$ cat config.mk
export PLATFORM = sky130hd
export DESIGN_NAME = pipelined_datapath_flat
export DESIGN_NICKNAME = d
export VERILOG_FILES = /design/src/rtl/datapath_pkg.sv /design/src/rtl/pipelined_datapath_if.sv /design/src/rtl/regfile_mp.sv /design/src/rtl/pipelined_datapath.sv /design/src/flat_wrapper.sv
export SDC_FILE = /design/constraint.sdc
export NUM_CORES = 1
export LEC_CHECK = 0
export CORE_AREA = 2 2 141 143
export DETAILED_ROUTE_END_ITERATION = 7
export DIE_AREA = 0 0 143 145
export PLACE_DENSITY = 0.72
export SETUP_SLACK_MARGIN = 0.05
export SLEW_MARGIN = 10
export SYNTH_ARGS = -nofsm -noshare
export SYNTH_HDL_FRONTEND = slang
export SYNTH_HIERARCHICAL = 1
export SYNTH_SLANG_ARGS = --single-unit
export TNS_END_PERCENT = 30
$ cat constraint.sdc
create_clock -name clk -period 4.4 [get_ports clk]
set_input_delay 0.88 -clock clk [delete_from_list [all_inputs] [get_ports clk]]
set_output_delay 0.88 -clock clk [all_outputs]
set_load 0.01 [all_outputs]
$ cat src/rtl/datapath_pkg.sv
// Shared types, flag positions and the combinational ALU for pipelined_datapath.
// ALU and stage structs are sized to MAX_WIDTH / MAX_AW; instances narrow them.
package datapath_pkg;

    localparam int MAX_WIDTH = 32;
    localparam int MAX_AW    = 8;

    localparam int FLAG_Z = 2;
    localparam int FLAG_N = 1;
    localparam int FLAG_C = 0;

    typedef enum logic [3:0] {
        OP_PASSA = 4'd0,
        OP_ADD   = 4'd1,
        OP_SUB   = 4'd2,
        OP_AND   = 4'd3,
        OP_OR    = 4'd4,
        OP_XOR   = 4'd5,
        OP_NOT   = 4'd6,
        OP_SHL1  = 4'd7,
        OP_SHR1  = 4'd8,
        OP_INC   = 4'd9,
        OP_DEC   = 4'd10,
        OP_PASSB = 4'd11,
        OP_RSV12 = 4'd12,
        OP_RSV13 = 4'd13,
        OP_RSV14 = 4'd14,
        OP_RSV15 = 4'd15
    } op_e;

    typedef logic [MAX_WIDTH-1:0] word_t;

    typedef struct packed {
        word_t             result;
        logic [MAX_AW-1:0] dst;
        logic              we;
        logic              is_alu;
        logic              z;
        logic              n;
        logic              c;
    } wb_stage_t;

    typedef struct packed {
        word_t result;
        logic  c;
    } alu_out_t;

    // Operands are masked to w bits so carries and MSB tests land on the real width.
    function automatic alu_out_t alu(op_e op, word_t a, word_t b, int w);
        word_t              mask;
        word_t              msb;
        word_t              aa;
        word_t              bb;
        logic [MAX_WIDTH:0] wide;
        logic [MAX_WIDTH:0] cbit;
        alu_out_t           r;
        mask = (w >= MAX_WIDTH) ? '1 : ((word_t'(1) << w) - word_t'(1));
        msb  = word_t'(1) << (w - 1);
        cbit = {1'b0, mask} + {{MAX_WIDTH{1'b0}}, 1'b1};
        aa   = a & mask;
        bb   = b & mask;
        wide = '0;
        r    = '0;
        case (op)
            OP_PASSA: r.result = aa;
            OP_ADD: begin
                wide     = {1'b0, aa} + {1'b0, bb};
                r.result = wide[MAX_WIDTH-1:0];
                r.c      = |(wide & cbit);
            end
            OP_SUB: begin
                r.result = aa - bb;
                r.c      = (aa < bb);
            end
            OP_AND:   r.result = aa & bb;
            OP_OR:    r.result = aa | bb;
            OP_XOR:   r.result = aa ^ bb;
            OP_NOT:   r.result = ~aa;
            OP_SHL1: begin
                r.result = aa << 1;
                r.c      = |(aa & msb);
            end
            OP_SHR1: begin
                r.result = aa >> 1;
                r.c      = aa[0];
            end
            OP_INC: begin
                wide     = {1'b0, aa} + {{MAX_WIDTH{1'b0}}, 1'b1};
                r.result = wide[MAX_WIDTH-1:0];
                r.c      = |(wide & cbit);
            end
            OP_DEC: begin
                r.result = aa - word_t'(1);
                r.c      = (aa == '0);
            end
            OP_PASSB: r.result = bb;
            default:  r = '0;
        endcase
        r.result = r.result & mask;
        return r;
    endfunction

endpackage

$ cat src/rtl/pipelined_datapath_if.sv
// Instruction-in / result-out bundle of pipelined_datapath.
// Handshake: a beat transfers on the rising edge where valid && ready; the producer
// holds its payload stable while valid && !ready, and ready never depends on the same-side valid.
interface pipelined_datapath_if #(
    parameter int WIDTH = 8,
    parameter int AW    = 4
);
    logic             in_valid;
    logic             in_ready;
    logic [3:0]       op;
    logic [AW-1:0]    a_sel;
    logic [AW-1:0]    b_sel;
    logic [AW-1:0]    dst_sel;
    logic             write_en;
    logic             mux_sel;
    logic [WIDTH-1:0] in_data;
    logic             out_valid;
    logic             out_ready;
    logic [WIDTH-1:0] out_data;
    logic [AW-1:0]    out_dst;
    logic [2:0]       flags;

    modport master (
        output in_valid, op, a_sel, b_sel, dst_sel, write_en, mux_sel, in_data, out_ready,
        input  in_ready, out_valid, out_data, out_dst, flags
    );

    modport slave (
        input  in_valid, op, a_sel, b_sel, dst_sel, write_en, mux_sel, in_data, out_ready,
        output in_ready, out_valid, out_data, out_dst, flags
    );
endinterface

$ cat src/rtl/regfile_mp.sv
// Register file: two combinational read ports, one synchronous write port,
// asynchronous active-low clear of every entry.
module regfile_mp #(
    parameter  int WIDTH = 8,
    parameter  int NREGS = 16,
    localparam int AW    = $clog2(NREGS)
) (
    input  logic             clk,
    input  logic             rst_n,
    input  logic [AW-1:0]    ra_addr,
    output logic [WIDTH-1:0] ra_data,
    input  logic [AW-1:0]    rb_addr,
    output logic [WIDTH-1:0] rb_data,
    input  logic             wr_en,
    input  logic [AW-1:0]    wr_addr,
    input  logic [WIDTH-1:0] wr_data
);
    logic [WIDTH-1:0] mem [NREGS];

    always_ff @(posedge clk or negedge rst_n) begin
        if (!rst_n) begin
            for (int i = 0; i < NREGS; i++) begin
                mem[i] <= '0;
            end
        end else if (wr_en) begin
            mem[wr_addr] <= wr_data;
        end
    end

    assign ra_data = mem[ra_addr];
    assign rb_data = mem[rb_addr];
endmodule

$ cat src/rtl/pipelined_datapath.sv
// Two-stage datapath: read/ALU/load-mux into a WB stage, then retire into the
// register file with forwarding from WB, registered Z/N/C flags and an output stall.
module pipelined_datapath
    import datapath_pkg::*;
#(
    parameter  int WIDTH = 8,
    parameter  int NREGS = 16,
    localparam int AW    = $clog2(NREGS)
) (
    input  logic                 clk,
    input  logic                 rst_n,
    pipelined_datapath_if.slave  bus
);
    wb_stage_t        wb_q;
    logic             wb_valid;
    logic [2:0]       flags_q;
    logic [WIDTH-1:0] rf_a;
    logic [WIDTH-1:0] rf_b;
    logic [WIDTH-1:0] op_a;
    logic [WIDTH-1:0] op_b;
    logic [WIDTH-1:0] result;
    logic [WIDTH-1:0] wb_result;
    logic [AW-1:0]    wb_dst;
    logic             stall;
    logic             retire;
    logic             accept;
    logic             fwd_en;
    alu_out_t         alu_o;
    logic             unused_wide_bits;

    assign wb_result = wb_q.result[WIDTH-1:0];
    assign wb_dst    = wb_q.dst[AW-1:0];
    assign stall     = wb_valid && !bus.out_ready;
    assign retire    = wb_valid && bus.out_ready;
    assign accept    = bus.in_valid && !stall;
    // Only a committing WB item may bypass; compare-only items leave the file untouched.
    assign fwd_en    = wb_valid && wb_q.we;

    regfile_mp #(
        .WIDTH (WIDTH),
        .NREGS (NREGS)
    ) u_regfile (
        .clk     (clk),
        .rst_n   (rst_n),
        .ra_addr (bus.a_sel),
        .ra_data (rf_a),
        .rb_addr (bus.b_sel),
        .rb_data (rf_b),
        .wr_en   (retire && wb_q.we),
        .wr_addr (wb_dst),
        .wr_data (wb_result)
    );

    always_comb begin
        op_a   = (fwd_en && (wb_dst == bus.a_sel)) ? wb_result : rf_a;
        op_b   = (fwd_en && (wb_dst == bus.b_sel)) ? wb_result : rf_b;
        alu_o  = alu(op_e'(bus.op), word_t'(op_a), word_t'(op_b), WIDTH);
        result = bus.mux_sel ? bus.in_data : alu_o.result[WIDTH-1:0];
    end

    always_ff @(posedge clk or negedge rst_n) begin
        if (!rst_n) begin
            wb_valid <= 1'b0;
            wb_q     <= '0;
            flags_q  <= '0;
        end else begin
            if (accept) begin
                wb_valid      <= 1'b1;
                wb_q.result   <= word_t'(result);
                wb_q.dst      <= MAX_AW'(bus.dst_sel);
                wb_q.we       <= bus.write_en;
                wb_q.is_alu   <= !bus.mux_sel;
                wb_q.z        <= (result == '0);
                wb_q.n        <= result[WIDTH-1];
                wb_q.c        <= !bus.mux_sel && alu_o.c;
            end else if (retire) begin
                wb_valid <= 1'b0;
            end
            if (retire && wb_q.is_alu) begin
                flags_q[FLAG_Z] <= wb_q.z;
                flags_q[FLAG_N] <= wb_q.n;
                flags_q[FLAG_C] <= wb_q.c;
            end
        end
    end

    assign bus.in_ready  = !stall;
    assign bus.out_valid = wb_valid;
    assign bus.out_data  = wb_result;
    assign bus.out_dst   = wb_dst;
    assign bus.flags     = flags_q;

    // Upper bits of the max-width containers are zero for narrow instances.
    assign unused_wide_bits = ^{alu_o.result, wb_q.result, wb_q.dst};
endmodule

$ cat src/flat_wrapper.sv
// flat-port wrapper written by rule: the top's interface ports become plain ports
module pipelined_datapath_flat import datapath_pkg::*;
#(
    parameter  int WIDTH = 8,
    parameter  int NREGS = 16,
    localparam int AW    = $clog2(NREGS)
)
  (clk, rst_n, bus_in_valid, bus_op, bus_a_sel, bus_b_sel, bus_dst_sel, bus_write_en, bus_mux_sel, bus_in_data, bus_out_ready, bus_in_ready, bus_out_valid, bus_out_data, bus_out_dst, bus_flags);
  pipelined_datapath_if #(.WIDTH(WIDTH), .AW(4)) bus_i ();
  input  logic clk;
  input  logic rst_n;
  input wire logic [$bits(bus_i.in_valid)-1:0] bus_in_valid;
  input wire logic [$bits(bus_i.op)-1:0] bus_op;
  input wire logic [$bits(bus_i.a_sel)-1:0] bus_a_sel;
  input wire logic [$bits(bus_i.b_sel)-1:0] bus_b_sel;
  input wire logic [$bits(bus_i.dst_sel)-1:0] bus_dst_sel;
  input wire logic [$bits(bus_i.write_en)-1:0] bus_write_en;
  input wire logic [$bits(bus_i.mux_sel)-1:0] bus_mux_sel;
  input wire logic [$bits(bus_i.in_data)-1:0] bus_in_data;
  input wire logic [$bits(bus_i.out_ready)-1:0] bus_out_ready;
  output wire logic [$bits(bus_i.in_ready)-1:0] bus_in_ready;
  output wire logic [$bits(bus_i.out_valid)-1:0] bus_out_valid;
  output wire logic [$bits(bus_i.out_data)-1:0] bus_out_data;
  output wire logic [$bits(bus_i.out_dst)-1:0] bus_out_dst;
  output wire logic [$bits(bus_i.flags)-1:0] bus_flags;
  assign bus_i.in_valid = bus_in_valid;
  assign bus_i.op = bus_op;
  assign bus_i.a_sel = bus_a_sel;
  assign bus_i.b_sel = bus_b_sel;
  assign bus_i.dst_sel = bus_dst_sel;
  assign bus_i.write_en = bus_write_en;
  assign bus_i.mux_sel = bus_mux_sel;
  assign bus_i.in_data = bus_in_data;
  assign bus_i.out_ready = bus_out_ready;
  assign bus_in_ready = bus_i.in_ready;
  assign bus_out_valid = bus_i.out_valid;
  assign bus_out_data = bus_i.out_data;
  assign bus_out_dst = bus_i.out_dst;
  assign bus_flags = bus_i.flags;
  pipelined_datapath #(.WIDTH(WIDTH), .NREGS(NREGS)) u_core (.clk(clk), .rst_n(rst_n), .bus(bus_i));
endmodule
* After elaboration in Yosys (flattened, before gate mapping)
Cells that the tools add are included.
** Operators by class
- Equality and inequality tests :: 13
- Muxes and demuxes :: 16
- Bitwise operators :: 7
- Magnitude comparators :: 5
- Reductions and logical operators :: 17
- Add/sub/neg operators :: 4
** Operator list (count)
- $bwmux 128 :: 1
- $pmux 8 s12 :: 1
- $bmux 8 s4 :: 2
- $mux 8 :: 8
- $demux 8 s4 :: 1
- $logic_not 32->1 :: 1
- $eq 4x3->1 const B :: 4
- $eq 4x4->1 const B :: 4
- $ge 5x5->1 const B :: 3
- $not 4->5 :: 3
- $logic_and 1x1->1 :: 10
- $add 8x1->9 const B :: 1
- $add 8x8->9 :: 1
- $and 8x8->8 :: 1
- $eq 4x2->1 const B :: 2
- $eq 4x4->1 :: 2
- $logic_not 8->1 :: 1
- $lt 8x8->1 :: 1
- $not 8->8 :: 1
- $or 8x8->8 :: 1
- $sub 8x1->8 const B :: 1
- $sub 8x8->8 :: 1
- $xor 8x8->8 :: 1
- $pmux 1 s6 :: 1
- other kinds (6) :: 9
** Storage, ports and cells
- Bits of input ports :: 30
- Output and inout port bits :: 17
- Bits in registers :: 149
- Logic and storage cells :: 87

* Logic depth before layout (Yosys ltp)
Gate-level depths: netlist (run 1).
- Depth after elaboration :: 9
- Depth in mapped cells :: 19
- Depth with buffers taken out :: 17

* By module
The synthesis (run 1) kept the hierarchy.
** Modules (own cells, without submodules)
- regfile_mp :: area an instance 6851.6 um2, times used 1, seq. area each 3203.1 um2, cells an instance 435
- pipelined_datapath :: area an instance 3507.1 um2, times used 1, seq. area each 500.5 um2, cells an instance 461

* Worst setup path after synthesis (run 1)
Ideal clock, no wire load.
- Path kind :: in2reg
- Start :: input bus_a_sel[0]
- End :: register u_core/wb_q[2] (netlist bit)
- Setup time :: 0.104 ns
- Stages on the path :: 19
- Slack :: -0.455 ns
- Arrival time :: 4.752 ns
- Buffers on the path :: 2
- Required time :: 4.296 ns
- Cell sequence :: buf_2 buf_2 mux4_2 a22oi_1 nand2_1 inv_1 a21oi_1 nor2_1 inv_1 ha_1 or3b_1 a31oi_1 or4b_1 a21oi_1 a2111oi_0 a31oi_1 nor3_1 nand4_1 o41ai_2
** On the way
- Word-level cells in the longest chain between the ends :: 9
- Elaborated cells between the ends (all ways) :: 18
- Classes of those cells :: 4 x add/sub; 1 x eq/ne; 6 x mux; 5 x bitwise; 2 x reduce/logical
** RTL lines
- start, declared :: RTL line flat_wrapper.sv:14 : input wire logic [$bits(bus_i.a_sel)-1:0] bus_a_sel;
- $not 4->5 (implied by the code) (*) :: RTL line regfile_mp.sv:30 : assign ra_data = mem[ra_addr];
- $bmux 8 s4 (*) :: RTL line regfile_mp.sv:30
- $mux 8 (implied by the code) (*) (2 in series) :: RTL line regfile_mp.sv:30
- net u_core.rf_a[2] :: RTL line pipelined_datapath.sv:17 : logic [WIDTH-1:0] rf_a;
- $mux 8 (*) :: RTL line pipelined_datapath.sv:55 : op_a = (fwd_en && (wb_dst == bus.a_sel)) ? wb_result : rf_a;
- $sub 8x1->8, or another cell as far along :: RTL line datapath_pkg.sv:93 : r.result = aa - word_t'(1);
- $pmux 8 s12 (*) :: RTL line datapath_pkg.sv:64 : case (op)
- $mux 8 (*) :: RTL line pipelined_datapath.sv:58 : result = bus.mux_sel ? bus.in_data : alu_o.result[WIDTH-1:0];
- $logic_not 8->1 (*) :: RTL line pipelined_datapath.sv:73 : wb_q.z <= (result == '0);
- end, declared :: RTL line pipelined_datapath.sv:14 : wb_stage_t wb_q;
Mark *: on every way through the listed nets, which the timed path passes. The rest lies on a longest branch. The select of a mux whose other input is x is not followed.
A chain may end at the register's enable or synchronous reset.

* Worst setup path in the final report (run 1)
- Start :: input bus_a_sel[1]
- End :: register u_core/wb_q[2] (netlist bit)
** On the way
- Word-level cells in the longest chain between the ends :: 9
- Elaborated cells between the ends (all ways) :: 18
- Classes of those cells :: 4 x add/sub; 1 x eq/ne; 6 x mux; 5 x bitwise; 2 x reduce/logical
** RTL lines (RTL line)
- $not 4->5 (implied by the code) :: regfile_mp.sv:30
- $bmux 8 s4 :: regfile_mp.sv:30
- $mux 8 (implied by the code) (2 in series) :: regfile_mp.sv:30
- $mux 8 (*) :: pipelined_datapath.sv:55
- $sub 8x1->8, or another cell as far along :: datapath_pkg.sv:93
- $pmux 8 s12 (*) :: datapath_pkg.sv:64
- $mux 8 (*) :: pipelined_datapath.sv:58
- $logic_not 8->1 (*) :: pipelined_datapath.sv:73
Mark *: on every way between the ends. The rest lies on a longest branch, timed or not. The select of a mux whose other input is x is not followed.

==> results.yml, run 1 <==
status:
  outcome: "completed"
logic_synthesis:
  ys_seq_elements: 148
  ys_async_sr_fraction_pct: 100
  synth_area_um2: 10400
  ys_seq_area_share_pct: 35.8
  syn_avg_cell_area_um2: 11.6
  synth_edf_count: 0
  syn-num-nets: 955
  syn-instance-count: 896
  synth_flop_cell: "dfrtp_1"
  synth_cell_type_count: 76
  yosys_warnings: 6
worst_setup_path:
  critPathLaunchType: "primary input"
  crit_fanout: 10
  cpMaxStageDelayCell: "or3_1"
  crit_chain: "dlygate4sd2_1, bufbuf_16, xnor2_2, and3_2, nand2_4, mux2i_4, buf_4, ha_1, inv_1, fa_2, or3b_4, nand3_1, nor3_1, a221oi_1, or3_1, nor4_1, a21oi_1, o41ai_2"
  cp_top_family: "simple AND/OR/NAND/NOR gates"
  critical-path-max-stage-delay_ns: 0.37
  critPathRequiredTime_ns: 4.74
  path_class: "in -> reg"
  critPathCaptureType: "flop"
  worstPathArrival_ns: 4.68
  cp_num_buf_inv: 4
flow_run:
  maxCapViolCount: 0
power_and_ir_drop:
  seq_power_share_pct: 32.3
  peakVddDrop_mv: 0.295
  combPwrFrac_pct: 43.1
  pwr-share-clk_pct: 24.6
  leakagePower_uw: 0.00593
  power_uw: 6360
  internal-power_uw: 4090
  switching_share_pct: 35.6
  power_switching_uw: 2260
  power_per_cell_area_nw_per_um2: 485
global_routing:
  antenna_found_initial: 0
  overflow: 0
  grt_first_pass_wirelength_um: 52200
  grt_max_degree: 84
  grt_pass1_vias: 8940
  grt_usage_pct: 33.4
cts:
  numCtsBuffers: 17
  clock_latency_ns: 0.43
  clkSinkCount: 148
  postCtsHoldBufs: 0
  cts_buffer_depth: 2
  root_buffer: "clkbuf_16"
  path_clk_slew_ns: 0.06
  cts_tree: "done"
  h-tree-depth: 4
timing:
  setup_viol: 0
  hold_slack_ns: 0.480
  maxSlewViolCount: 0
  layout_setup_ws_ns: 0.0536
  timing.final.crit_share_pct: 98.8
  period_minus_slack_ns: 4.35
  finalClockSkew_ns: 0.0122
  relSlewSlack_pct: 35.1
  tightest_slew_ns: 0.966
  fmax_mhz: 230
  finalHoldViolCount: 0
  rsz0062_at_grt: "true"
routing:
  dr.first_iter.drc_count: 929
  route.vias.total: 8740
  wirelength_um: 33800
  wire_per_inst_um: 25.3
  viasPerCell: 6.55
  detail-route-antenna-nets: 0
  first_pass_iters: 5
  drc: 0
floorplan:
  initial_utilization_pct: 53.9
  coreArea_um2: 19200
  ios: 47
  fp-row-count: 51
  fp.dieW_um: 143
  die_area_um2: 20700
  fp.dieH_um: 145
place:
  place_congestion: 1.00
  io_buffers: 46
  hpwlAfterDp_um: 23600
  placed_cell_area_um2: 12100
  pre_cts_ws_ns: -0.721
cells_and_area:
  syn2layout_area_growth_pct: 26.6
  final_cell_mix: "buf_4 (151), dfrtp_1 (148), mux2_2 (133), mux4_2 (64), nand2_1 (57)"
  final_core_util_pct: 68.3
  fin_area_um2: 13100
  layout.nets: 1116
  final_common_cell: "buf_4"
  antenna_cells: 0
  drive_above_1_share_pct: 45.1
worst_hold_path:
  hold_path_class: "reg -> reg"
==> worst reg2reg max path, cell delays in order (launching register included) <==
cell and delay, ns:
dfrtp_1 0.54, xor2_1 0.24, nor3_2 0.28, nand4_4 0.18, buf_4 0.23, mux2i_2 0.16
buf_4 0.18, ha_1 0.29, buf_4 0.17, nand2b_1 0.19, a31oi_4 0.12, or4b_4 0.50
a21oi_2 0.19, a2111oi_4 0.07, a31oi_1 0.18, nor3_2 0.07, buf_4 0.14, o21ai_0 0.14
==> per-stage QoR <==
stage / TNS (ns) / cells
3_3_place_gp: -3.47 / 1291
6_report: 0 / 1334
5_1_grt: -0.154 / 1334
2_1_floorplan: 0 / 896
3_5_place_dp: -3.85 / 1291
4_1_cts: 0 / 1329
==> area by class of cell <==
class | instances | area, µm²
Fill cell | 1347 | 6090
Clock inverter | 11 | 175
Multi-Input combinational cell | 651 | 6450
Inverter | 27 | 101
Tap cell | 265 | 332
Sequential cell | 148 | 3700
Clock buffer | 20 | 457
Timing Repair Buffer | 212 | 1890
==> Yosys cell counts, types with 12 or more instances <==
cell type / number / area share, %
buf_2: 12 / 0.58
nor3_1: 17 / 0.82
a22oi_1: 33 / 2.4
nand2_1: 59 / 2.1
nor2_1: 38 / 1.4
mux4_2: 64 / 14
inv_1: 25 / 0.91
mux2_2: 133 / 14
nor2b_1: 12 / 0.72
buf_4: 14 / 1.0
o21ai_0: 23 / 1.1
clkbuf_1: 33 / 1.2
a21oi_1: 36 / 1.7
nand3_1: 17 / 0.82
ha_1: 27 / 3.3
dfrtp_1: 148 / 36
==> kinds of logic (layout without fill, tap and decap cells) <==
group                      count (synthesis)  count (layout)  share of synthesized area, %
AOI/OAI and AO/OA                        178             178                          12.2
xor gates and xnor gates                  15              15                          1.27
adders and majority gates                 29              29                          3.65
buffers and inverters                     97             270                          4.46
DFF                                      148             148                          35.8
muxes                                    222             222                          31.8
and+or+nand+nor                          207             207                          11.0
==> timing repair <==
action                     4_1_cts  5_1_grt
cloned                           2        0
gates resized for setup         23       32
setup endpoints to repair        5        7
pin swaps                        4        8
setup buffers                    5        5
==> routing by layer <==
metal	GRT usage (%)	up-vias	part of all wire [%]
met1	44.5	4354	39
li1	-	3732	-
met5	0	-	0
met4	16.8	0	5.2
met2	51.8	530	47
met3	7.16	124	8.9
==> registers in the layout (all words and copies together) (netlist names) <==
register and count:
u_core/u_regfile/mem 128, u_core/bus.out_data 7, u_core/bus.out_dst 4, u_core/bus.flags 3
u_core/bus.out_valid 1, u_core/wb_q 5
==> worst paths after layout <==
path,start,end,slack [ns],depth (start not counted)
max,bus_a_sel[1],u_core/wb_q[2],0.05,18
min,u_core/wb_q[0],u_core/wb_q[0],0.48,2
max reg2reg,u_core/bus.out_dst[1],u_core/bus.out_data[6],0.44,17
min reg2reg,u_core/wb_q[0],u_core/wb_q[0],0.48,2
max in group asynchronous,rst_n,u_core/bus.flags[2],3.05,2
min in group asynchronous,rst_n,u_core/u_regfile/mem[78],0.49,1
==> power groups by stage <==
stage,Clock [µW],Combinational (µW),Sequential (µW)
6_report,1560,2740,2050
5_1_grt,1640,2910,2080
4_1_cts,1590,2600,2030
3_5_place_dp,0,2500,2040
3_3_place_gp,0,2430,2010
2_1_floorplan,0,1620,1910
Note: power is estimated with default switching activity, not from simulation.
==> run 2: changes to the inputs <==
SETUP_SLACK_MARGIN = 0.4   (was 0.05)
==> run 2 against run 1 <==
Clock skew decreased by 0.0026 ns. Global-route usage increased by 0.56 points. Count of clock-buffer cells in the layout decreased by 2. Worst hold slack got worse by 0.0023 ns. Final cell count increased by 2.7%. Critical path type unchanged. Flip-flop and latch count unchanged. Clock power decreased by 4%. Maximum frequency decreased by 0.74%.
==> results.yml, run 2 (synthesis results as in run 1) <==
timing:
  fmax_mhz: 228
  finalClockSkew_ns: 0.00956
  setup_viol: 0
  maxSlewViolCount: 0
  tightest_slew_ns: 0.929
  rsz0062_at_grt: "true"
  timing.final.crit_share_pct: 99.5
  finalHoldViolCount: 0
  period_minus_slack_ns: 4.38
  relSlewSlack_pct: 37.7
floorplan:
  initial_utilization_pct: 53.9
  fp.dieH_um: 145
  fp.dieW_um: 143
  fp-row-count: 51
  coreArea_um2: 19200
  ios: 47
  die_area_um2: 20700
place:
  hpwlAfterDp_um: 23700
  placed_cell_area_um2: 12200
  place_congestion: 0.992
  io_buffers: 46
cts:
  h-tree-depth: 4
  cts_tree: "done"
  path_clk_slew_ns: 0.07
  root_buffer: "clkbuf_16"
  clock_latency_ns: 0.43
  postCtsHoldBufs: 0
  cts_buffer_depth: 2
  clkSinkCount: 148
  numCtsBuffers: 17
worst_setup_path:
  critPathCaptureType: "flop"
  crit_fanout: 7
  critPathRequiredTime_ns: 4.72
  path_class: "in -> reg"
  worstPathArrival_ns: 4.70
  critPathLaunchType: "primary input"
routing:
  route.vias.total: 8981
  viasPerCell: 6.56
  wirelength_um: 34600
  drc: 0
  first_pass_iters: 8
  dr.first_iter.drc_count: 985
  wire_per_inst_um: 25.2
  detail-route-antenna-nets: 0
global_routing:
  grt_pass1_vias: 9024
  use_met1_pct: 45.7
  met2_usage_pct: 52.5
  use_met3_pct: 7.06
  antenna_found_initial: 0
  overflow: 0
  grt_first_pass_wirelength_um: 53000
  grt_max_degree: 78
  grt_busiest_layer: "met2"
  grt_usage_pct: 34.0
flow_run:
  maxCapViolCount: 0
cells_and_area:
  final_core_util_pct: 70.2
  layout.nets: 1151
  drive_above_1_share_pct: 49.2
  top_register: "u_core/u_regfile/mem"
  fin_area_um2: 13500
  largest_reg_flops: 128
  final_common_cell: "buf_4"
  final_cell_mix: "buf_4 (178), dfrtp_1 (148), mux2_2 (132), mux4_2 (64), nand2_1 (54)"
  syn2layout_area_growth_pct: 30.2
  antenna_cells: 0
power_and_ir_drop:
  power_per_cell_area_nw_per_um2: 478
  leakagePower_uw: 0.00609
  peakVddDrop_mv: 0.345
worst_hold_path:
  hold_path_class: "in -> async"
status:
  outcome: "completed"
## run 2: final timing paths
check	to	depth (start not counted)	slack, ns	startpoint
max	u_core/wb_q[2]	18	0.02	bus_b_sel[0]
min	u_core/u_regfile/mem[78]	1	0.48	rst_n
max reg2reg	u_core/wb_q[2]	16	0.35	u_core/u_regfile/mem[96]
min reg2reg	u_core/wb_q[0]	2	0.50	u_core/wb_q[0]
max in group asynchronous	u_core/bus.out_data[3]	2	3.08	rst_n
min in group clk	u_core/wb_q[0]	2	0.50	u_core/wb_q[0]
## run 2: critical path, cell delays in order
cell      delay (ns)
buf_8           0.10
buf_12          0.14
mux4_2          0.54
a22oi_2         0.25
nand2_1         0.10
mux2i_2         0.24
inv_1           0.15
ha_2            0.21
inv_2           0.05
fa_2            0.19
or3b_4          0.42
a31oi_4         0.16
buf_4           0.15
a221oi_1        0.06
or3_1           0.39
nor4_1          0.19
a21oi_1         0.13
o41ai_2         0.35
## run 2: layout make-up
class	count	area (µm²)
inverters	27	101
repair buffers	247	2210
fillers	1302	5720
multi-input cells	651	6530
flip-flops and latches	148	3700
clock buffers	18	439
well taps	265	332
clock inverters	14	166
## run 2: power breakdown
part	internal, µW	switching (µW)
sequential	1690	344
combinational	1530	1380
clock	870	633
## run 2: per-stage QoR
stage	setup TNS [ns]	std cells	hold WS [ns]	setup WS [ns]	total power, µW
floorplan	0	896	0.444	0.0613	3560
global placement	-4.22	1296	0.464	-0.726	4530
detailed placement	-4.67	1296	0.478	-0.739	4600
CTS	0	1369	0.499	0.155	6350
global route	-0.0132	1370	0.532	-0.0132	6710
finish	0	1370	0.478	0.0212	6440
## run 2: repair_timing
item	CTS	global route
pin swaps	26	7
cloned	3	0
gates resized for setup	89	9
setup endpoints to repair	10	8
endpoints found under the hold margin	0	0
buffers inserted	38	1
## run 2: routing by layer
layer  vias up  wire length [µm]  share of wire, %
met3       139              3200               9.2
met5         -                 0                 0
li1       3826                 -                 -
met2       578             16000                46
met4         0              1950               5.6
met1      4438             13500                39
